### src/rtl/sub_borrow_ahead_seq_if.sv
// ---------------------------------------------------------------------------
// sub_borrow_ahead_seq_if
//
// Bundles the operand-in and result-out handshakes of sub_borrow_ahead_seq.
//
//   in_valid_i / in_ready_o   operand set handshake
//   a_i, b_i, bin_i           minuend, subtrahend, borrow in
//   out_valid_o / out_ready_i result handshake
//   diff_o                    a - b - bin modulo 2^WIDTH
//   borrow_o                  unsigned borrow out
//   ovf_o                     two's-complement overflow
//   zero_o                    diff_o == 0
//
// master: the producer/consumer driving operands and taking results.
// slave : the subtractor itself.
// ---------------------------------------------------------------------------
interface sub_borrow_ahead_seq_if #(
    parameter int WIDTH = 32
);
    logic             in_valid_i;
    logic             in_ready_o;
    logic [WIDTH-1:0] a_i;
    logic [WIDTH-1:0] b_i;
    logic             bin_i;
    logic             out_valid_o;
    logic             out_ready_i;
    logic [WIDTH-1:0] diff_o;
    logic             borrow_o;
    logic             ovf_o;
    logic             zero_o;

    modport master (
        output in_valid_i, a_i, b_i, bin_i, out_ready_i,
        input  in_ready_o, out_valid_o, diff_o, borrow_o, ovf_o, zero_o
    );

    modport slave (
        input  in_valid_i, a_i, b_i, bin_i, out_ready_i,
        output in_ready_o, out_valid_o, diff_o, borrow_o, ovf_o, zero_o
    );
endinterface

### src/rtl/sub_borrow_ahead_seq.sv
// ---------------------------------------------------------------------------
// sub_borrow_ahead_seq
//
// Sequential subtractor: computes a - b - bin one 4-bit nibble per cycle,
// LSB first, using a flat 4-bit borrow lookahead inside each nibble and a
// registered running borrow between nibbles.
//
// Ports:
//   clk_i    clock, rising edge
//   rst_n_i  asynchronous active-low reset
//   bus      sub_borrow_ahead_seq_if.slave (operand/result handshakes)
//
// Timing: the accept edge loads the operands; the next WIDTH/4 edges each
// process one nibble; the last of those moves to DONE, where the result is
// held with out_valid_o = 1 until the consumer takes it.
// ---------------------------------------------------------------------------
module sub_borrow_ahead_seq #(
    parameter int WIDTH = 32
) (
    input  logic                  clk_i,
    input  logic                  rst_n_i,
    sub_borrow_ahead_seq_if.slave bus
);

    localparam int NIBBLES = WIDTH / 4;
    localparam int CNT_W   = $clog2(NIBBLES);
    localparam logic [CNT_W-1:0] LAST_NIB = CNT_W'(NIBBLES - 1);

    typedef enum logic [1:0] {
        IDLE,
        RUN,
        DONE
    } state_t;

    state_t           state_q, state_d;

    // Operands shift right one nibble per RUN cycle, so the nibble being
    // processed is always in bits [3:0]; the sign bits are kept separately
    // for the overflow term.
    logic [WIDTH-1:0] a_sh_q, b_sh_q;
    logic             a_msb_q, b_msb_q;
    logic [WIDTH-1:0] diff_q;
    logic             borrow_q;
    logic [CNT_W-1:0] nib_cnt_q;
    logic             ovf_q, zero_q;

    logic             accept;
    logic             last_nib;

    // Nibble lookahead signals
    logic [3:0]       a_n, b_n, g, p, bint;
    logic             grp_g, grp_p, nib_bout;
    logic [3:0]       d_nib;
    logic [WIDTH-1:0] diff_next;

    assign accept   = bus.in_valid_i && (state_q == IDLE);
    assign last_nib = (state_q == RUN) && (nib_cnt_q == LAST_NIB);

    // -----------------------------------------------------------------------
    // State register
    // -----------------------------------------------------------------------
    always_ff @(posedge clk_i or negedge rst_n_i) begin
        if (!rst_n_i) begin
            state_q <= IDLE;
        end else begin
            // NOTE: sequential state always uses non-blocking assignment so
            // every register samples the pre-edge values of its inputs.
            state_q <= state_d;
        end
    end

    // -----------------------------------------------------------------------
    // Next state and handshake outputs
    // -----------------------------------------------------------------------
    always_comb begin
        // NOTE: every signal gets a default first so no path leaves it
        // unassigned, which would otherwise infer a latch.
        state_d         = state_q;
        bus.in_ready_o  = 1'b0;
        bus.out_valid_o = 1'b0;
        unique case (state_q)
            IDLE: begin
                bus.in_ready_o = 1'b1;
                if (bus.in_valid_i) state_d = RUN;
            end
            RUN: begin
                if (nib_cnt_q == LAST_NIB) state_d = DONE;
            end
            DONE: begin
                bus.out_valid_o = 1'b1;
                if (bus.out_ready_i) state_d = IDLE;
            end
            default: state_d = IDLE;
        endcase
    end

    // -----------------------------------------------------------------------
    // Flat 4-bit borrow lookahead for the current nibble.
    // A bit generates a borrow when a=0,b=1 and propagates an incoming
    // borrow when a=0 or b=1. Each internal borrow is a two-level sum of
    // products of g, p and the running borrow, with no ripple.
    // -----------------------------------------------------------------------
    always_comb begin
        a_n = a_sh_q[3:0];
        b_n = b_sh_q[3:0];
        g   = ~a_n & b_n;
        p   = ~a_n | b_n;

        bint[0] = borrow_q;
        bint[1] = g[0]
                | (p[0] & borrow_q);
        bint[2] = g[1]
                | (p[1] & g[0])
                | (p[1] & p[0] & borrow_q);
        bint[3] = g[2]
                | (p[2] & g[1])
                | (p[2] & p[1] & g[0])
                | (p[2] & p[1] & p[0] & borrow_q);

        grp_g    = g[3]
                 | (p[3] & g[2])
                 | (p[3] & p[2] & g[1])
                 | (p[3] & p[2] & p[1] & g[0]);
        grp_p    = &p;
        nib_bout = grp_g | (grp_p & borrow_q);

        d_nib     = a_n ^ b_n ^ bint;
        // Result nibbles enter at the top and shift down, so after the last
        // nibble the full difference sits in place.
        diff_next = {d_nib, diff_q[WIDTH-1:4]};
    end

    // -----------------------------------------------------------------------
    // Datapath registers
    // -----------------------------------------------------------------------
    always_ff @(posedge clk_i or negedge rst_n_i) begin
        if (!rst_n_i) begin
            a_sh_q    <= '0;
            b_sh_q    <= '0;
            a_msb_q   <= 1'b0;
            b_msb_q   <= 1'b0;
            diff_q    <= '0;
            borrow_q  <= 1'b0;
            nib_cnt_q <= '0;
            ovf_q     <= 1'b0;
            zero_q    <= 1'b0;
        end else if (accept) begin
            a_sh_q    <= bus.a_i;
            b_sh_q    <= bus.b_i;
            a_msb_q   <= bus.a_i[WIDTH-1];
            b_msb_q   <= bus.b_i[WIDTH-1];
            diff_q    <= '0;
            borrow_q  <= bus.bin_i;
            nib_cnt_q <= '0;
            ovf_q     <= 1'b0;
            zero_q    <= 1'b0;
        end else if (state_q == RUN) begin
            a_sh_q   <= a_sh_q >> 4;
            b_sh_q   <= b_sh_q >> 4;
            diff_q   <= diff_next;
            borrow_q <= nib_bout;
            // The counter stops on the last nibble instead of wrapping.
            if (!last_nib) nib_cnt_q <= nib_cnt_q + 1'b1;
            if (last_nib) begin
                // d_nib[3] is the sign bit of the final difference.
                ovf_q  <= (a_msb_q ^ b_msb_q) & (d_nib[3] ^ a_msb_q);
                zero_q <= (diff_next == '0);
            end
        end
    end

    assign bus.diff_o   = diff_q;
    assign bus.borrow_o = borrow_q;
    assign bus.ovf_o    = ovf_q;
    assign bus.zero_o   = zero_q;

endmodule

### src/flat_wrapper.sv
// flat-port wrapper written by rule: the top's interface ports become plain ports
module sub_borrow_ahead_seq_flat 
#(
    parameter int WIDTH = 32
)
  (clk_i, rst_n_i, bus_in_valid_i, bus_a_i, bus_b_i, bus_bin_i, bus_out_ready_i, bus_in_ready_o, bus_out_valid_o, bus_diff_o, bus_borrow_o, bus_ovf_o, bus_zero_o);
  sub_borrow_ahead_seq_if #(.WIDTH(WIDTH)) bus_i ();
  input  logic clk_i;
  input  logic rst_n_i;
  input wire logic [$bits(bus_i.in_valid_i)-1:0] bus_in_valid_i;
  input wire logic [$bits(bus_i.a_i)-1:0] bus_a_i;
  input wire logic [$bits(bus_i.b_i)-1:0] bus_b_i;
  input wire logic [$bits(bus_i.bin_i)-1:0] bus_bin_i;
  input wire logic [$bits(bus_i.out_ready_i)-1:0] bus_out_ready_i;
  output wire logic [$bits(bus_i.in_ready_o)-1:0] bus_in_ready_o;
  output wire logic [$bits(bus_i.out_valid_o)-1:0] bus_out_valid_o;
  output wire logic [$bits(bus_i.diff_o)-1:0] bus_diff_o;
  output wire logic [$bits(bus_i.borrow_o)-1:0] bus_borrow_o;
  output wire logic [$bits(bus_i.ovf_o)-1:0] bus_ovf_o;
  output wire logic [$bits(bus_i.zero_o)-1:0] bus_zero_o;
  assign bus_i.in_valid_i = bus_in_valid_i;
  assign bus_i.a_i = bus_a_i;
  assign bus_i.b_i = bus_b_i;
  assign bus_i.bin_i = bus_bin_i;
  assign bus_i.out_ready_i = bus_out_ready_i;
  assign bus_in_ready_o = bus_i.in_ready_o;
  assign bus_out_valid_o = bus_i.out_valid_o;
  assign bus_diff_o = bus_i.diff_o;
  assign bus_borrow_o = bus_i.borrow_o;
  assign bus_ovf_o = bus_i.ovf_o;
  assign bus_zero_o = bus_i.zero_o;
  sub_borrow_ahead_seq #(.WIDTH(WIDTH)) u_core (.clk_i(clk_i), .rst_n_i(rst_n_i), .bus(bus_i));
endmodule
### config.mk
export PLATFORM = sky130hd
export DESIGN_NAME = sub_borrow_ahead_seq_flat
export DESIGN_NICKNAME = d
export VERILOG_FILES = /design/src/rtl/sub_borrow_ahead_seq_if.sv /design/src/rtl/sub_borrow_ahead_seq.sv /design/src/flat_wrapper.sv
export SDC_FILE = /design/constraint.sdc
export NUM_CORES = 1
export LEC_CHECK = 0
export ABC_AREA = 0
export ABC_CLOCK_PERIOD_IN_PS = 1700
export BUFFER_PORTS_ARGS = -buffer_cell sky130_fd_sc_hd__buf_2
export CAP_MARGIN = 20
export CORE_MARGIN = 1
export CORE_UTILIZATION = 49
export CTS_CLUSTER_DIAMETER = 80
export DETAILED_ROUTE_END_ITERATION = 6
export PLACE_DENSITY = 0.76
export SLEW_MARGIN = 20
export SYNTH_ARGS = -nofsm -noshare
export SYNTH_HDL_FRONTEND = slang
export SYNTH_SLANG_ARGS = --single-unit
### constraint.sdc
create_clock -name clk_i -period 1.7 [get_ports clk_i]
set_input_delay 0.34 -clock clk_i [delete_from_list [all_inputs] [get_ports clk_i]]
set_output_delay 0.34 -clock clk_i [all_outputs]
set_load 0.02 [all_outputs]
==> flow_summary.json <==
{
  "hold_depth": 3,
  "cp_slowest_cell": "dfrtp_1",
  "vias": 3972,
  "path_delay_family": "compound AO/OA/AOI/OAI gates",
  "worstPathRequired_ns": 1.97,
  "worstMarginPinSlew_ns": 0.633,
  "synth_adder_area_share": 0.0297,
  "path_depth": 7,
  "path_cells": "inv_1 > ha_1 > nor2b_1 > a211oi_4 > o221ai_2 > nor2_1 > a221o_1",
  "synth_compound_area_frac": 0.172,
  "hpwl_um": 7570,
  "layout-drive-gt1-share": 0.313,
  "die_area_um2": 10400,
  "synth-xor-area-share": 0.00538,
  "hold_class": "input pin to flop",
  "clkLatencyLatePin_ns": 0.37,
  "synth-main-ff-cell": "dfrtp_1",
  "cts_made_buffers": 9,
  "ant_nets": 0,
  "fill_cells": 834,
  "io_buffer_count": 105,
  "grt_pass1_vias": 3732,
  "fin_setup_tns_ns": -0.0955,
  "cts.sinks": 106,
  "crit_fanout": 3,
  "drt_iter0_drc": 247,
  "fin_crit_sh": 1.03,
  "yosys.cell_types.count": 38,
  "synth-simple-area-share": 0.200,
  "syn_to_final_growth_pct": 21.8,
  "r2r_cells": 7,
  "synth_edf_count": 0,
  "criticalPathCategory": "flop to flop",
  "p_per_area_nw_per_um2": 1940,
  "maxSlewHeadroom": 0.577,
  "grt_util_all_layers": 0.237,
  "maxCapViolCount": 0,
  "postSynthCellCount": 499,
  "dp_cells": 722,
  "power_leakage_nw": 2.99,
  "path_clk_slew_ns": 0.10,
  "ys_ff_latch": 106,
  "die_h_um": 102,
  "clock_skew_ns": 0.0150,
  "num_rows": 36,
  "seqCellArea_um2": 2650,
  "peakVddDrop_mv": 0.925,
  "drt-pass1-iter-count": 4,
  "violations": "setup timing",
  "synth_area_leaders": "dfrtp_1 54%, nand2_1 14%, a22oi_2 7.7%, o21ai_0 3.7%, a22oi_1 2.8%",
  "synthMuxAreaShare": 0.00205,
  "clock_path_buffers": 2,
  "grt_antenna_before_repair": 0,
  "syn_nets": 579,
  "async_reset_ff_frac": 1.00,
  "die_w_um": 102,
  "fin_crit_ns": 1.76,
  "fmax_ghz": 0.569,
  "report.final.slew_viol_count": 0,
  "diodes": 0,
  "cts_max_level": 3,
  "synth_seq_area_share": 0.543,
  "vias_per_cell": 5.35,
  "yosysTopAreaCellShare": 0.543,
  "final-hold-violation-count": 0,
  "drt-total-wl_um": 11700,
  "crit_buf_inv": 1,
  "synth_warnings": 0,
  "overflow": 0,
  "setup-violations-final": 2,
  "core-area_um2": 9730,
  "synth_top_family_by_area": "simple AND/OR/NAND/NOR gates",
  "finalPower_mw": 11.5,
  "busiest_layer": "met2",
  "status": "complete, but fails checks",
  "final_core_util": 0.611,
  "pin_count": 106,
  "grt_pass1_wl_um": 18700,
  "syn_area_um2": 4880,
  "wl_per_cell_um": 15.8,
  "critPathLaunchType": "flop",
  "grtUsageMet1": 0.338,
  "synth.largest_area_cell": "dfrtp_1",
  "rsz0062_at_grt": "true",
  "cts_tree": "yes",
  "cts_root_buf": "clkbuf_8",
  "post-route-drc-count": 0,
  "grtUsageMet2": 0.367,
  "synth_area_per_cell_um2": 9.78,
  "grt_max_degree": 43,
  "fin_nets": 685,
  "place_congestion": 0.828,
  "critPathCaptureType": "flop",
  "met3_usage": 0.0414,
  "multiInputGateArea_um2": 2070,
  "initial_utilization": 0.502,
  "fin_ws_ns": -0.0569,
  "cpPeakStageDelay_ns": 0.39,
  "cp.arrival_ns": 2.02,
  "fin_cells": 743
}
layout make-up:
| class | count | share of cell area |
|---|---|---|
| multi-input cells | 350 | 0.349 |
| flip-flops and latches | 106 | 0.446 |
| well taps | 133 | 0.0280 |
| repair buffers | 128 | 0.133 |
| inverters | 10 | 0.00631 |
| clock buffers | 11 | 0.0238 |
| clock inverters | 5 | 0.0143 |
per-stage QoR:
step	hold slack, ns	setup WS, ns	instance area (µm²)
after detailed placement	0.331	-0.118	5590
after global placement	0.320	-0.0402	5590
after floorplan	0.0444	0.0417	4880
after CTS	0.150	-0.0141	5910
after global routing	0.162	-0.116	5950
final	0.156	-0.0569	5950
worst paths after layout:
check                                              startpoint                                to  slack, ns
worst max-delay path             u_core.b_sh_q[1]$_DFFE_PN0P_      u_core.bus.ovf_o$_DFFE_PN0P_      -0.06
worst min-delay path                              bus_b_i[30]     u_core.b_sh_q[30]$_DFFE_PN0P_       0.16
worst max register to register   u_core.b_sh_q[1]$_DFFE_PN0P_      u_core.bus.ovf_o$_DFFE_PN0P_      -0.06
worst min register to register  u_core.b_sh_q[17]$_DFFE_PN0P_     u_core.b_sh_q[17]$_DFFE_PN0P_       0.49
max in group asynchronous                             rst_n_i      u_core.a_sh_q[3]$_DFFE_PN0P_       0.65
min in group asynchronous                             rst_n_i  u_core.bus.diff_o[7]$_DFFE_PN0P_       0.46
state kept, by name (all words and copies together) (netlist names):
name and flops:
u_core.bus.diff_o 32, u_core.bus.zero_o 1, u_core.bus.ovf_o 1, u_core.b_sh_q 32
u_core.b_msb_q 1, u_core.nib_cnt_q 3, u_core.a_sh_q 32, u_core.state_q 2
u_core.a_msb_q 1, u_core.bus.borrow_o 1
per-layer routing:
metal  wire (µm)  vias up  part of all wire
met2        5680      124              0.48
met5           0        -                 0
met3         655       15             0.056
met1        5230     1927              0.45
li1            -     1906                 -
met4         171        0             0.015
layout by cell type, fill, tap and decap left out, types with 9 or more instances in the layout:
master,count
a221o_1,9
a22oi_1,18
a22oi_2,30
buf_2,104
buf_4,15
clkbuf_8,10
dfrtp_1,106
inv_1,9
nand2_1,183
nand3_1,9
o21ai_0,36
worst reg2reg max path: stages (launching register included):
cell	delay, ns
dfrtp_1	0.39
inv_1	0.08
ha_1	0.18
nor2b_1	0.31
a211oi_4	0.08
o221ai_2	0.25
nor2_1	0.10
a221o_1	0.27
timing repair:
| item | CTS | global route |
|---|---|---|
| setup buffers | 1 | 1 |
| hold buffers | 1 | 0 |
| gates resized for setup | 11 | 5 |
| cloned | 2 | 0 |
| endpoints found under the hold margin | 30 | 0 |
| setup endpoints to repair | 53 | 58 |
| pin swaps | 2 | 4 |
Yosys cell counts, types with 4 or more instances:
cell	n
nand2_1	183
dfrtp_1	106
o21ai_0	36
a22oi_2	30
a22oi_1	18
buf_2	18
ha_1	10
inv_1	10
a221o_1	9
nand3_1	9
nor3_1	9
clkbuf_1	7
nor2_1	7
buf_6	5
nor2b_1	5
nor4_1	5
a21oi_1	4
where the power goes:
part           switching, mW  leakage [nW]  internal [mW]
registers              0.854          1.36           3.61
logic                   3.13          1.53           2.17
clock network          0.866         0.110          0.879
total                   4.85          2.99           6.67
kinds of logic after synthesis:
logic type / Yosys count
muxes: 1
DFF: 106
and+or+nand+nor: 232
xor gates and xnor gates: 3
AOI/OAI and AO/OA: 102
adders and majority gates: 11
buffers and inverters: 44
No activity file was read; power rests on OpenSTA's default activity.
